**src/rtl/sdram_req_seq.sv**
```systemverilog
// sdram_req_seq: expands one user read/write request into the SDRAM
// controller command sequence ACTIVE -> READ/WRITE -> PRECHARGE and
// produces the read-data valid window with a last-beat marker.
//
// Build option: define AUTO_PRECHARGE_EN to issue READ/WRITE with
// auto-precharge (row_addr[10] = 1) and drop the explicit PRECHARGE stage.
//
// Handshakes: a transfer happens in a cycle where valid && ready are both
// sampled high at the rising edge. The producer holds valid and its payload
// stable until that cycle. On the user side req_ready is the ready; on the
// controller side cmd_valid is the valid and it always drops for at least
// one cycle after each transfer.
module sdram_req_seq #(
    parameter int ROW_WD = 13,
    parameter int COL_WD = 10,
    parameter int BA_WD  = 2,
    parameter int LEN_WD = 12,
    parameter int RD_LAT = 4
) (
    input  logic                          clk,
    input  logic                          rst_n,
    input  logic                          req_valid,
    output logic                          req_ready,
    input  logic                          req_wr,
    input  logic [BA_WD+ROW_WD+COL_WD-1:0] req_addr,
    input  logic [LEN_WD-1:0]             req_len,
    output logic                          cmd_valid,
    input  logic                          cmd_ready,
    output logic [3:0]                    cmd,
    output logic [ROW_WD-1:0]             row_addr,
    output logic [COL_WD-1:0]             col_addr,
    output logic [BA_WD-1:0]              cmd_ba,
    output logic [LEN_WD-1:0]             r_cmd_len,
    output logic [LEN_WD-1:0]             w_cmd_len,
    input  logic [15:0]                   r_data,
    output logic [15:0]                   rd_data,
    output logic                          rd_valid,
    output logic                          rd_last,
    output logic                          busy
);

    localparam logic [3:0] CMD_ACT = 4'd5;
    localparam logic [3:0] CMD_RD  = 4'd6;
    localparam logic [3:0] CMD_WR  = 4'd7;
    localparam logic [3:0] CMD_PRE = 4'd2;
    // Latency counter only needs to hold RD_LAT-1.
    localparam int LAT_W = (RD_LAT < 2) ? 1 : $clog2(RD_LAT);
`ifdef AUTO_PRECHARGE_EN
    localparam logic [ROW_WD-1:0] A10_BIT = ROW_WD'(1) << 10;
`endif

    typedef enum logic [2:0] {
        S_IDLE = 3'd0,
        S_ACT  = 3'd1,
        S_RW   = 3'd2,
        S_PRE  = 3'd3,
        S_WAIT = 3'd4
    } state_t;

    state_t              r_state;
    state_t              w_next;
    logic                r_gap;
    logic                r_wr;
    logic [BA_WD-1:0]    r_ba;
    logic [ROW_WD-1:0]   r_row;
    logic [COL_WD-1:0]   r_col;
    logic [LEN_WD-1:0]   r_len;
    logic                r_lat_run;
    logic [LAT_W-1:0]    r_lat_cnt;
    logic [LEN_WD-1:0]   r_beats_left;
    logic                r_rd_valid;
    logic                r_rd_last;
    logic [15:0]         r_rd_data;
    logic                w_cmd_valid;
    logic                w_fire;
    logic                w_accept;
    logic                w_rd_fire;
`ifndef AUTO_PRECHARGE_EN
    logic                r_rd_done;
    logic                w_rd_ok;
`endif

    // A command is presented in any command state except the cycle right
    // after a fire, which forces the mandatory bubble.
    assign w_cmd_valid = ((r_state == S_ACT) || (r_state == S_RW) || (r_state == S_PRE)) && !r_gap;
    assign w_fire      = w_cmd_valid && cmd_ready;
    assign w_accept    = (r_state == S_IDLE) && req_valid;
    assign w_rd_fire   = (r_state == S_RW) && w_fire && !r_wr;
`ifndef AUTO_PRECHARGE_EN
    // A read may finish before the PRECHARGE fire; the write never waits.
    assign w_rd_ok     = r_wr || r_rd_done || r_rd_last;
`endif

    assign cmd_valid = w_cmd_valid;
    assign req_ready = (r_state == S_IDLE);
    assign busy      = (r_state != S_IDLE);
    assign rd_valid  = r_rd_valid;
    assign rd_last   = r_rd_last;
    assign rd_data   = r_rd_data;

    // State register.
    always_ff @(posedge clk or negedge rst_n) begin
        if (!rst_n) begin
            r_state <= S_IDLE;
        end else begin
            r_state <= w_next;
        end
    end

    // Next-state and command field decode.
    always_comb begin
        w_next    = r_state;
        cmd       = '0;
        row_addr  = '0;
        col_addr  = '0;
        cmd_ba    = '0;
        r_cmd_len = '0;
        w_cmd_len = '0;
        case (r_state)
            S_IDLE: begin
                if (req_valid) w_next = S_ACT;
            end
            S_ACT: begin
                cmd      = CMD_ACT;
                row_addr = r_row;
                cmd_ba   = r_ba;
                if (w_fire) w_next = S_RW;
            end
            S_RW: begin
                cmd = r_wr ? CMD_WR : CMD_RD;
`ifdef AUTO_PRECHARGE_EN
                row_addr = A10_BIT;
`endif
                col_addr = r_col;
                cmd_ba   = r_ba;
                if (r_wr) w_cmd_len = r_len;
                else      r_cmd_len = r_len;
                if (w_fire) begin
`ifdef AUTO_PRECHARGE_EN
                    w_next = r_wr ? S_IDLE : S_WAIT;
`else
                    w_next = S_PRE;
`endif
                end
            end
`ifndef AUTO_PRECHARGE_EN
            S_PRE: begin
                cmd    = CMD_PRE;
                cmd_ba = r_ba;
                if (w_fire) w_next = w_rd_ok ? S_IDLE : S_WAIT;
            end
`endif
            S_WAIT: begin
                if (r_rd_last) w_next = S_IDLE;
            end
            default: w_next = S_IDLE;
        endcase
    end

    // Post-fire bubble flag.
    always_ff @(posedge clk or negedge rst_n) begin
        if (!rst_n) begin
            r_gap <= 1'b0;
        end else begin
            r_gap <= w_fire;
        end
    end

    // Request latch; the column is passed through untouched (wraps in-page).
    always_ff @(posedge clk or negedge rst_n) begin
        if (!rst_n) begin
            r_wr  <= 1'b0;
            r_ba  <= '0;
            r_row <= '0;
            r_col <= '0;
            r_len <= '0;
        end else if (w_accept) begin
            r_wr  <= req_wr;
            r_ba  <= req_addr[BA_WD+ROW_WD+COL_WD-1 -: BA_WD];
            r_row <= req_addr[ROW_WD+COL_WD-1 -: ROW_WD];
            r_col <= req_addr[COL_WD-1:0];
            r_len <= req_len;
        end
    end

`ifndef AUTO_PRECHARGE_EN
    // Remembers that the last read beat already went out before PRECHARGE fired.
    always_ff @(posedge clk or negedge rst_n) begin
        if (!rst_n) begin
            r_rd_done <= 1'b0;
        end else if (w_accept) begin
            r_rd_done <= 1'b0;
        end else if (r_rd_last) begin
            r_rd_done <= 1'b1;
        end
    end
`endif

    // Read window: wait RD_LAT cycles after the READ fire, then register
    // len+1 beats of r_data, flagging the final one.
    always_ff @(posedge clk or negedge rst_n) begin
        if (!rst_n) begin
            r_lat_run    <= 1'b0;
            r_lat_cnt    <= '0;
            r_beats_left <= '0;
            r_rd_valid   <= 1'b0;
            r_rd_last    <= 1'b0;
            r_rd_data    <= '0;
        end else begin
            if (r_rd_valid) begin
                if (r_rd_last) begin
                    r_rd_valid <= 1'b0;
                    r_rd_last  <= 1'b0;
                    r_rd_data  <= '0;
                end else begin
                    r_rd_data    <= r_data;
                    r_rd_last    <= (r_beats_left == LEN_WD'(1));
                    r_beats_left <= r_beats_left - LEN_WD'(1);
                end
            end
            if (r_lat_run) begin
                if (r_lat_cnt == LAT_W'(1)) begin
                    r_lat_run  <= 1'b0;
                    r_rd_valid <= 1'b1;
                    r_rd_data  <= r_data;
                    r_rd_last  <= (r_beats_left == '0);
                end else begin
                    r_lat_cnt <= r_lat_cnt - LAT_W'(1);
                end
            end
            if (w_rd_fire) begin
                r_beats_left <= r_len;
                if (RD_LAT == 1) begin
                    r_rd_valid <= 1'b1;
                    r_rd_data  <= r_data;
                    r_rd_last  <= (r_len == '0);
                end else begin
                    r_lat_run <= 1'b1;
                    r_lat_cnt <= LAT_W'(RD_LAT - 1);
                end
            end
        end
    end

endmodule

```
**config.mk**
```make
export PLATFORM = sky130hd
export DESIGN_NAME = sdram_req_seq
export DESIGN_NICKNAME = d
export VERILOG_FILES = /design/src/rtl/sdram_req_seq.sv
export SDC_FILE = /design/constraint.sdc
export NUM_CORES = 1
export LEC_CHECK = 0
export BUFFER_PORTS_ARGS = -buffer_cell sky130_fd_sc_hd__buf_2
export CAP_MARGIN = 15
export CELL_PAD_IN_SITES_DETAIL_PLACEMENT = 1
export CELL_PAD_IN_SITES_GLOBAL_PLACEMENT = 1
export CORE_ASPECT_RATIO = 0.9
export CORE_MARGIN = 5
export CORE_UTILIZATION = 38
export DETAILED_ROUTE_END_ITERATION = 12
export PLACE_DENSITY = 0.88
export RECOVER_POWER = 25
export SYNTH_ARGS = -nofsm -noshare
export SYNTH_HDL_FRONTEND = slang
export SYNTH_SLANG_ARGS = --single-unit
```
**constraint.sdc**
```tcl
create_clock -name clk -period 2.3 [get_ports clk]
set_input_delay 0.115 -clock clk [delete_from_list [all_inputs] [get_ports clk]]
set_output_delay 0.115 -clock clk [all_outputs]
set_load 0.005 [all_outputs]
```
==> metrics <==
Worst Setup Start Kind=flop; Detailed Route WL=approximately 11,000 um; post-synthesis compound-gate area fraction=0.0734; Peak Freq=0.478 GHz; PwrDens=between 1000 and 1500 mW/mm^2; ys flop type=dfrtp_1; CP Max Fanout=19; Crit-path slowest cell=dfrtp_1; Clock Sinks=76; Leakage=around 2.4 nW; Synth Area in Simple Gates=0.181; worst hold path class=in2reg; layout cell share with drive strength beyond 1=0.370; IO buf count=130; post-synthesis sequential area ratio=0.531; violated checks=capacitance limit, slew limit; first-iteration detailed-routing DRC count=109; die area=roughly 0.011 mm^2; fin crit period=2.09 ns; RSZ-0062 raised after global routing=false; Post-CTS Setup Inserts=0; max-slew violation count=77; Worst-Margin Slew=about 1.7 ns; TNS Setup=0 ns; Synth area leaders=dfrtp_1 (53%), mux2_2 (9.1%), and2_1 (6.6%); normalized max-slew margin=-0.127; Design Area, Final=approximately 0.0050 mm^2; first-pass GRT wire length=18,300 um; Syn Inst Count=304; Critical Path Max Stage Delay=approximately 0.53 ns; Rows=33; drt pass-1 iters=4; adder-cell share of the synthesized area=0.0140; synthesized cell area=~0.0036 mm^2; worst skew pair latency=0.35 ns; initial antenna violation count=0; Distinct cells, synth=40; XOR/XNOR Fraction of Synth Area=0.0318; flops & latches, synth=76; async set or reset register ratio after synthesis=1.00; status=finished, violations left; largest net degree at the start of global routing=77; Via density=between 5 and 6; Synth top cells by count=dfrtp_1 (76), and2_1 (38), mux2_2 (29); CP Capture Type=output port; FF-to-FF setup slack=approximately 0.22 ns; Arr. time, crit path=approximately 2.0 ns; Die H=around 100 um; area delta synth->final=38.6%; max-cap viol count=1; routability cong.=roughly 0.75; detailed-route via count=about 3,100; CTS buffer count=9; Max clock buf depth=2; Worst-path clk slew=~0.08 ns; CP Cell Sequence=nor3b_2, buf_4, and3_1, buf_2; # setup viols final=0; vias in the first global route=roughly 3,500; fraction of synthesized area in multiplexers=0.129; post-cts sizing count=0; hold_buf cts=43; CP Class=reg2out; Clk Tree Root Cell=clkbuf_8; Antenna Violating Nets Remaining=0; count leader, synth=dfrtp_1; Overall Global Routing Usage=0.203; initial core utilization=0.390; largest family of logic cells by synthesized area=simple AND/OR/NAND/NOR gates; WL/cell=18.7 um; Antenna diodes=0; Core Area=0.00917 mm^2; placed cell area=roughly 0.0043 mm^2; number of synthesized flops with an enable pin=0; Residual DRC=0; Mapped Nets=366; io pins=~130; top cell type's share of synthesized area=0.531; top cell type by total area after synthesis=dfrtp_1; CTS tree=done; htree depth=3; Tcrit/Tclk final=0.910; fin nets=544; maximum vdd drop=roughly 0.00056 V; Die X=about 110 um; Overflow after GRT=0; WP data required=2.18 ns; Final Hold Fails=0; dpl hpwl=about 7000 um; skew final=roughly 0.01 ns; Synth warnings=0; mean cell area of the mapped netlist=roughly 12 um^2
==> cells by family (layout without fill, tap and decap cells) <==
logic type,after synthesis,after routing
compound gates,38,38
xor+xnor,13,13
fa+ha+maj,4,4
buf+inv,20,203
flops,76,76
mux,38,38
other cells,1,1
simple gates,114,114
==> final timing paths <==
path,cells past startpoint,endpoint,startpoint
max,4,w_cmd_len[0],r_state[1]
max reg2reg,4,r_len[11],r_state[1]
min in group asynchronous,2,r_row[10],rst_n
min,2,r_row[1],req_addr[11]
max in group asynchronous,2,r_beats_left[0],rst_n
min reg2reg,1,r_row[3],r_row[3]
==> registers in the layout (all words and copies together) (netlist names), 2 cells and up <==
name          flops
rd_data          16
r_ba              2
r_len            12
r_row            13
r_state           3
r_col            10
r_beats_left     12
r_lat_cnt         2
==> cells in the final DEF, fill, tap and decap left out, drive strengths merged, types with 10 or more instances in the layout <==
cell type,netlist,routed
dlygate4sd3,0,47
a22o,16,16
and3,13,13
nand2,10,10
mux2,38,38
xor2,10,10
clkbuf,7,27
and2,39,39
nor2,23,23
dfrtp,76,76
a21oi,14,14
buf,9,119
==> worst max-delay path: cells and delay by family (launching register included) <==
kind	cells	cell delay, ns
AND/OR/NAND/NOR	2	0.63
buffers and inverters	2	0.45
flip-flops	1	0.53
==> layer usage <==
metal	up-vias	wire length, um	part of all wire	global-route usage
li1	1402	-	-	-
met2	90	6260	0.55	0.385
met1	1551	4260	0.37	0.218
met4	0	317	0.028	0.0786
met3	28	541	0.048	0.0521
met5	-	0	0	0
==> layout make-up <==
| cell class | instances | area [um^2] |
|---|---|---|
| multi-input combinational | 208 | 1550 |
| tap | 122 | 153 |
| fill | 1052 | 4210 |
| inverter | 4 | 15.0 |
| sequential | 76 | 1900 |
| timing repair buffer | 183 | 1140 |
| clock buffer | 10 | 128 |
| clock inverter | 6 | 65.1 |
==> metrics by stage <==
step                      power, mW  hold WS [ns]  setup WS [ns]  cells   util
final                          5.68       0.00454          0.207    609  0.541
after floorplan                3.72        -0.181          0.537    304      -
after CTS                      5.65    0.00000547          0.229    605  0.539
after global routing           6.06      -0.00929         0.0867    609  0.541
after detailed placement       4.55         0.335          0.253    546  0.471
after global placement         4.39         0.325          0.342    546  0.471
==> report_power, final <==
part,switching [mW],internal [mW],total [mW]
clock network,0.507,0.502,1.01
logic,1.05,1.24,2.28
registers,0.512,1.87,2.38
Power figures use the tool's default switching activity.
